<file path="src/rtl/reg_file_pkg.sv">
// Shared widths and types for the architectural register file and rename-tag table.
// Tag layout is {busy, rob_pos}; the busy flag is the MSB of a ROB id.
package reg_file_pkg;

    localparam int unsigned REG_POS_WID = 5;
    localparam int unsigned ROB_POS_WID = 4;
    localparam int unsigned ROB_ID_WID  = ROB_POS_WID + 1;
    localparam int unsigned BUSY_BIT    = ROB_ID_WID - 1;
    localparam int unsigned DATA_WID    = 32;

    typedef logic [REG_POS_WID-1:0] reg_pos_t;
    typedef logic [ROB_POS_WID-1:0] rob_pos_t;
    typedef logic [ROB_ID_WID-1:0]  rob_id_t;
    typedef logic [DATA_WID-1:0]    data_t;

    typedef struct packed {
        data_t   val;
        rob_id_t rob_id;
    } query_t;

    function automatic rob_id_t make_rob_id(input logic busy, input rob_pos_t pos);
        rob_id_t id;
        id = '0;
        if (busy) begin
            id[BUSY_BIT]           = 1'b1;
            id[ROB_POS_WID-1:0]    = pos;
        end
        return id;
    endfunction

endpackage

</file>
<file path="src/rtl/reg_file_if.sv">
// Decoder / issue / commit bundle between the core front end, the ROB and the register file.
// master = core side driving queries and updates, slave = register file.
interface reg_file_if;
    import reg_file_pkg::*;

    logic     rdy;
    logic     rollback;

    reg_pos_t reg_rs1;
    data_t    reg_rs1_val;
    rob_id_t  reg_rs1_rob_id;
    reg_pos_t reg_rs2;
    data_t    reg_rs2_val;
    rob_id_t  reg_rs2_rob_id;

    logic     issue;
    reg_pos_t issue_rd;
    rob_pos_t issue_rob_pos;

    logic     commit;
    reg_pos_t commit_rd;
    rob_pos_t commit_rob_pos;
    data_t    commit_val;

    modport master (
        output rdy, rollback,
        output reg_rs1, reg_rs2,
        input  reg_rs1_val, reg_rs1_rob_id, reg_rs2_val, reg_rs2_rob_id,
        output issue, issue_rd, issue_rob_pos,
        output commit, commit_rd, commit_rob_pos, commit_val
    );

    modport slave (
        input  rdy, rollback,
        input  reg_rs1, reg_rs2,
        output reg_rs1_val, reg_rs1_rob_id, reg_rs2_val, reg_rs2_rob_id,
        input  issue, issue_rd, issue_rob_pos,
        input  commit, commit_rd, commit_rob_pos, commit_val
    );

endinterface

</file>
<file path="src/rtl/reg_file.sv">
// Architectural register file with per-register rename tags. Queries are combinational and
// bypass a same-cycle commit that frees the pending producer.
module reg_file
    import reg_file_pkg::*;
#(
    parameter int unsigned REG_NUM   = 32,
    parameter int unsigned DATA_W    = 32,
    parameter int unsigned ROB_POS_W = 4
) (
    input  logic       clk,
    input  logic       rst,
    reg_file_if.slave  bus
);

    logic [DATA_W-1:0]    val  [REG_NUM];
    logic [REG_NUM-1:0]   busy;
    logic [ROB_POS_W-1:0] tag  [REG_NUM];

    logic   commit_en;
    query_t q1;
    query_t q2;

    assign commit_en = bus.commit && bus.rdy;

    function automatic query_t query(
        input reg_pos_t rs,
        input data_t    rs_val,
        input logic     rs_busy,
        input rob_pos_t rs_tag,
        input logic     c_en,
        input reg_pos_t c_rd,
        input rob_pos_t c_pos,
        input data_t    c_val
    );
        query_t q;
        q.val    = rs_val;
        q.rob_id = make_rob_id(rs_busy, rs_tag);
        if (rs == '0) begin
            q.val    = '0;
            q.rob_id = '0;
        end else if (c_en && (c_rd == rs) && rs_busy && (rs_tag == c_pos)) begin
            // Producer retires this cycle: hand out its value instead of a dying tag.
            q.val    = c_val;
            q.rob_id = '0;
        end
        return q;
    endfunction

    always_comb begin
        q1 = query(bus.reg_rs1, val[bus.reg_rs1], busy[bus.reg_rs1], tag[bus.reg_rs1],
                   commit_en, bus.commit_rd, bus.commit_rob_pos, bus.commit_val);
        q2 = query(bus.reg_rs2, val[bus.reg_rs2], busy[bus.reg_rs2], tag[bus.reg_rs2],
                   commit_en, bus.commit_rd, bus.commit_rob_pos, bus.commit_val);
    end

    assign bus.reg_rs1_val    = q1.val;
    assign bus.reg_rs1_rob_id = q1.rob_id;
    assign bus.reg_rs2_val    = q2.val;
    assign bus.reg_rs2_rob_id = q2.rob_id;

    always_ff @(posedge clk or negedge rst) begin
        if (!rst) begin
            busy <= '0;
            for (int unsigned i = 0; i < REG_NUM; i++) begin
                val[i] <= '0;
                tag[i] <= '0;
            end
        end else if (bus.rdy) begin
            // x0 is never written, so it keeps its reset value of zero and never turns busy.
            for (int unsigned i = 1; i < REG_NUM; i++) begin
                if (bus.commit && (bus.commit_rd == reg_pos_t'(i))) begin
                    val[i] <= bus.commit_val;
                    if (tag[i] == bus.commit_rob_pos) begin
                        busy[i] <= 1'b0;
                    end
                end
                if (bus.issue && !bus.rollback && (bus.issue_rd == reg_pos_t'(i))) begin
                    busy[i] <= 1'b1;
                    tag[i]  <= bus.issue_rob_pos;
                end
            end
            if (bus.rollback) begin
                busy <= '0;
            end
        end
    end

endmodule

</file>
<file path="src/flat_wrapper.sv">
// flat-port wrapper written by rule: the top's interface ports become plain ports
module reg_file_flat import reg_file_pkg::*;
#(
    parameter int unsigned REG_NUM   = 32,
    parameter int unsigned DATA_W    = 32,
    parameter int unsigned ROB_POS_W = 4
)
  (clk, rst, bus_rdy, bus_rollback, bus_reg_rs1, bus_reg_rs2, bus_reg_rs1_val, bus_reg_rs1_rob_id, bus_reg_rs2_val, bus_reg_rs2_rob_id, bus_issue, bus_issue_rd, bus_issue_rob_pos, bus_commit, bus_commit_rd, bus_commit_rob_pos, bus_commit_val);
  reg_file_if bus_i ();
  input  logic clk;
  input  logic rst;
  input wire logic [$bits(bus_i.rdy)-1:0] bus_rdy;
  input wire logic [$bits(bus_i.rollback)-1:0] bus_rollback;
  input wire logic [$bits(bus_i.reg_rs1)-1:0] bus_reg_rs1;
  input wire logic [$bits(bus_i.reg_rs2)-1:0] bus_reg_rs2;
  output wire logic [$bits(bus_i.reg_rs1_val)-1:0] bus_reg_rs1_val;
  output wire logic [$bits(bus_i.reg_rs1_rob_id)-1:0] bus_reg_rs1_rob_id;
  output wire logic [$bits(bus_i.reg_rs2_val)-1:0] bus_reg_rs2_val;
  output wire logic [$bits(bus_i.reg_rs2_rob_id)-1:0] bus_reg_rs2_rob_id;
  input wire logic [$bits(bus_i.issue)-1:0] bus_issue;
  input wire logic [$bits(bus_i.issue_rd)-1:0] bus_issue_rd;
  input wire logic [$bits(bus_i.issue_rob_pos)-1:0] bus_issue_rob_pos;
  input wire logic [$bits(bus_i.commit)-1:0] bus_commit;
  input wire logic [$bits(bus_i.commit_rd)-1:0] bus_commit_rd;
  input wire logic [$bits(bus_i.commit_rob_pos)-1:0] bus_commit_rob_pos;
  input wire logic [$bits(bus_i.commit_val)-1:0] bus_commit_val;
  assign bus_i.rdy = bus_rdy;
  assign bus_i.rollback = bus_rollback;
  assign bus_i.reg_rs1 = bus_reg_rs1;
  assign bus_i.reg_rs2 = bus_reg_rs2;
  assign bus_reg_rs1_val = bus_i.reg_rs1_val;
  assign bus_reg_rs1_rob_id = bus_i.reg_rs1_rob_id;
  assign bus_reg_rs2_val = bus_i.reg_rs2_val;
  assign bus_reg_rs2_rob_id = bus_i.reg_rs2_rob_id;
  assign bus_i.issue = bus_issue;
  assign bus_i.issue_rd = bus_issue_rd;
  assign bus_i.issue_rob_pos = bus_issue_rob_pos;
  assign bus_i.commit = bus_commit;
  assign bus_i.commit_rd = bus_commit_rd;
  assign bus_i.commit_rob_pos = bus_commit_rob_pos;
  assign bus_i.commit_val = bus_commit_val;
  reg_file #(.REG_NUM(REG_NUM), .DATA_W(DATA_W), .ROB_POS_W(ROB_POS_W)) u_core (.clk(clk), .rst(rst), .bus(bus_i));
endmodule
</file>
<file path="config.mk">
export PLATFORM = sky130hd
export DESIGN_NAME = reg_file_flat
export DESIGN_NICKNAME = d
export VERILOG_FILES = /design/src/rtl/reg_file_pkg.sv /design/src/rtl/reg_file_if.sv /design/src/rtl/reg_file.sv /design/src/flat_wrapper.sv
export SDC_FILE = /design/constraint.sdc
export NUM_CORES = 2
export LEC_CHECK = 0
export CAP_MARGIN = 10
export CORE_UTILIZATION = 57
export DETAILED_ROUTE_END_ITERATION = 8
export PLACE_DENSITY_LB_ADDON = 0.05
export SYNTH_ARGS = -nofsm -noshare
export SYNTH_HDL_FRONTEND = slang
export SYNTH_SLANG_ARGS = --single-unit
</file>
<file path="constraint.sdc">
create_clock -name clk -period 10.2 [get_ports clk]
set_clock_uncertainty 0.2 [all_clocks]
set_input_delay 2.04 -clock clk [delete_from_list [all_inputs] [get_ports clk]]
set_output_delay 2.04 -clock clk [all_outputs]
set_load 0.05 [all_outputs]
</file>
==> results_tabular.tex <==
\begin{tabular}{lr}
\hline
Metric & Value \\
\hline
\multicolumn{2}{l}{\textbf{Run status}} \\
Result of the run & complete, no violations \\
\multicolumn{2}{l}{\textbf{Clocking}} \\
Post-CTS Hold Fix Bufs & 0 \\
Worst-Skew Late Latency & 0.73 ns \\
Maximum buffer depth of the clock tree & 3 \\
Clock edge transition at the registers on the reported setup and hold paths & 0.06 ns \\
Number of gates resized after cts & 0 \\
Cell at the root of the clock tree & clkbuf\_16 \\
Number of buffers added by the clock tree synthesis step & 120 \\
Clock tree from TritonCTS & built \\
Number of buffers inserted by post-CTS setup repair & 0 \\
Number of clock sinks & 1147 \\
Number of H-tree levels & 3 \\
\multicolumn{2}{l}{\textbf{Route}} \\
Wire length per cell & 31.9 µm \\
TritonRoute pass-1 iters & 6 \\
Starting DRT DRC Count & 4481 \\
Total number of vias & 42769 \\
DR vias/cell & 6.91 \\
Number of antenna-violating nets in the routed design & 0 \\
Total routed wirelength & 197 mm \\
Number of DRC violations after detailed routing & 0 \\
\multicolumn{2}{l}{\textbf{Worst setup path}} \\
Crit Path Class & primary input to output port \\
Type of origin of the critical path & primary input \\
Arrival @ worst endpoint & 6.38 ns \\
Data required time of the critical path & 7.96 ns \\
Biggest fanout along the worst timing path & 79 \\
Setup crit end kind & output port \\
\multicolumn{2}{l}{\textbf{Floorplanning}} \\
Io pins & 140 \\
Die H & 335 µm \\
Floorplan row count & 121 \\
Die X & 335 µm \\
Area of the placeable core & 109000 µm² \\
Initial Utilization & 57.9\% \\
Die ar. & 112000 µm² \\
\multicolumn{2}{l}{\textbf{Finish}} \\
Ratio of cells with drive above 1 in the final layout & 37.7\% \\
Final layout net count & 4673 \\
Area growth syn-to-layout & 10.3\% \\
Share of the core filled with cells & 63.8\% \\
Area of all placed cells without fillers & 69900 µm² \\
\multicolumn{2}{l}{\textbf{Yosys}} \\
Proportion of netlist area held by the largest area contributor & 45.3\% \\
Distinct cell type count of the synthesized netlist & 64 \\
Fraction of synthesized cell area in xor and xnor cells & 1.91\% \\
Async set-reset flop share out of synthesis & 100\% \\
Total standard cell area after synthesis & 63300 µm² \\
Area contributors post-synth & dfrtp\_1 (45\%), mux4\_2 (21\%), mux2\_2 (15\%) \\
Proportion of synthesized chip area in sequential cells & 45.3\% \\
Syn Inst Count & 4737 \\
Multiplexer share of the synthesized area & 38.9\% \\
Post-synthesis net count & 4803 \\
Yosys top cell by area & dfrtp\_1 \\
\#FFs+latches synth & 1147 \\
EDFF count, synth & 0 \\
Post-synthesis simple-gate area fraction & 4.97\% \\
Average footprint of a synthesized cell & 13.4 µm² \\
Total of warnings raised by yosys & 36 \\
Compound-cell area share of the yosys netlist & 5.36\% \\
Combinational family with the most area after synthesis & multiplexers \\
Most used flip-flop cell after synthesis & dfrtp\_1 \\
Post-synthesis share of cell area spent on full adders, half adders and majority gates & 0\% \\
\multicolumn{2}{l}{\textbf{Worst hold path}} \\
Min-delay worst type & flop to flop \\
\multicolumn{2}{l}{\textbf{Power}} \\
Ratio of total power to cell area & 180 nW/µm² \\
Static Leakage & 30.6 nW \\
Total power & 0.0126 W \\
Worst VDD drop & 0.174 mV \\
\multicolumn{2}{l}{\textbf{Timing}} \\
Maximum clock frequency & 116 MHz \\
Post-route minimum period & 8.62 ns \\
Number of endpoints failing setup at the final stage & 0 \\
Setup repair after global routing missed its margin & no \\
Final Max Slew Viols & 0 \\
Crit share post-route & 84.5\% \\
Transition at the pin with the smallest max-transition slack & 1.19 ns \\
Worst slew margin relative to its limit & 20.9\% \\
Final total negative setup slack & 0 ns \\
Total count of hold-check failures in the final report & 0 \\
\multicolumn{2}{l}{\textbf{Flow run}} \\
Number of max-cap violations & 0 \\
\multicolumn{2}{l}{\textbf{Global routing}} \\
Antenna violations before repair & 5 \\
Global routing usage summed across all routing layers & 35.9\% \\
Global route overflow & 0 \\
Vias in the first global route & 43481 \\
First-pass GRT wire length & 294 mm \\
Largest net degree at the start of global routing & 177 \\
\multicolumn{2}{l}{\textbf{Placement}} \\
Post-placement cell area & 65500 µm² \\
Post-detail-place hpwl & 108 mm \\
Number of buffers added on ports & 139 \\
Routability-driven placement congestion ratio & 0.923 \\
\hline
\end{tabular}
## worst max-delay path, cell delays in order
cell	delay, ns
buf_8	0.57
nor2b_4	0.29
buf_4	0.36
a221oi_1	0.17
nor4_1	0.53
nor4_4	0.11
xnor2_1	0.17
a2111oi_4	0.39
buf_4	0.47
mux2i_1	0.27
clkdlybuf4s50_1	0.84
## cell type report
class	instances	area (µm²)
Antenna cell	1	2.50
Clock buffer	171	3540
Clock inverter	55	787
Fill cell	8376	39600
Inverter	40	155
Multi-Input combinational cell	3076	32700
Sequential cell	1147	28700
Tap cell	1476	1850
Timing Repair Buffer	222	2130
## synth_stat cells (all sizes together) (2+ instances only)
| cell type | instances |
|---|---|
| o221ai | 2 |
| a221oi | 10 |
| clkbuf | 340 |
| nand2 | 515 |
| nand2b | 14 |
| a2111oi | 2 |
| and3 | 8 |
| nor2 | 54 |
| a22oi | 14 |
| or2 | 2 |
| nor3b | 9 |
| and2 | 8 |
| a211oi | 6 |
| xnor2 | 55 |
| a221o | 3 |
| xor2 | 83 |
| nand3b | 4 |
| or3 | 2 |
| nor3 | 9 |
| nor2b | 19 |
| o211ai | 15 |
| inv | 39 |
| mux2 | 819 |
| nand3 | 35 |
| dfrtp | 1147 |
| buf | 134 |
| and3b | 3 |
| a32oi | 31 |
| mux4 | 583 |
| o21ai | 419 |
| or3b | 2 |
| and4 | 2 |
| a22o | 33 |
| a31o | 15 |
| nor4 | 23 |
| a21oi | 15 |
| mux2i | 228 |
| nand4 | 20 |
| o22ai | 2 |
## state kept, by name, indices dropped and copies added, names as in the netlist
name / count
u_core.val: 992
u_core.tag: 124
u_core.busy: 31
## final timing paths
| path | from | to | slack [ns] | depth (start not counted) |
|---|---|---|---|---|
| max | bus_reg_rs1[1] | bus_reg_rs1_val[14] | 1.58 | 11 |
| min | u_core.val[443]$_DFFE_PN0P_ | u_core.val[443]$_DFFE_PN0P_ | 0.30 | 2 |
| max reg2reg | u_core.tag[6]$_DFFE_PN0P_ | u_core.busy[30]$_DFFE_PN0P_ | 8.57 | 4 |
| min reg2reg | u_core.val[443]$_DFFE_PN0P_ | u_core.val[443]$_DFFE_PN0P_ | 0.30 | 2 |
| max in group asynchronous | rst | u_core.val[791]$_DFFE_PN0P_ | 6.50 | 3 |
| min in group asynchronous | rst | u_core.tag[5]$_DFFE_PN0P_ | 1.17 | 1 |
## report_power, final
group,switching [W],internal [W]
clock network,0.00193,0.00286
registers,0.000440,0.00511
logic,0.00107,0.00118
## kinds of logic after synthesis
kind of cell / after synthesis
compound gates: 577
xor+xnor: 138
buf+inv: 514
flops: 1147
mux: 1630
simple gates: 731
## layer usage
| metal | wire (µm) | GRT usage, % |
|---|---|---|
| met4 | 8410 | 14.0 |
| met2 | 92200 | 55.9 |
| met1 | 81300 | 50.8 |
| met5 | 30 | 0 |
| met3 | 15400 | 6.31 |
## cell usage in the layout, fill, tap and decap left out, types with 37 or more instances in the layout
| master | netlist | final |
|---|---|---|
| clkdlybuf4s50_1 | 0 | 116 |
| buf_4 | 27 | 81 |
| clkbuf_16 | 0 | 121 |
| inv_1 | 38 | 37 |
| mux2_2 | 816 | 816 |
| xnor2_1 | 55 | 55 |
| mux2i_1 | 228 | 228 |
| nand2_1 | 515 | 511 |
| mux4_2 | 583 | 583 |
| dfrtp_1 | 1147 | 1147 |
| o21ai_0 | 418 | 418 |
| xor2_1 | 83 | 83 |
## stage by stage
step / std cells / hold slack, ns / setup slack (ns)
3_3_place_gp: 5961 / 0.274 / 1.73
2_1_floorplan: 4737 / 0.261 / 2.57
4_1_cts: 6187 / 0.300 / 1.63
3_5_place_dp: 5961 / 0.287 / 1.62
5_1_grt: 6188 / 0.321 / 1.40
6_report: 6188 / 0.297 / 1.58
(Power assumes the default switching activity.)
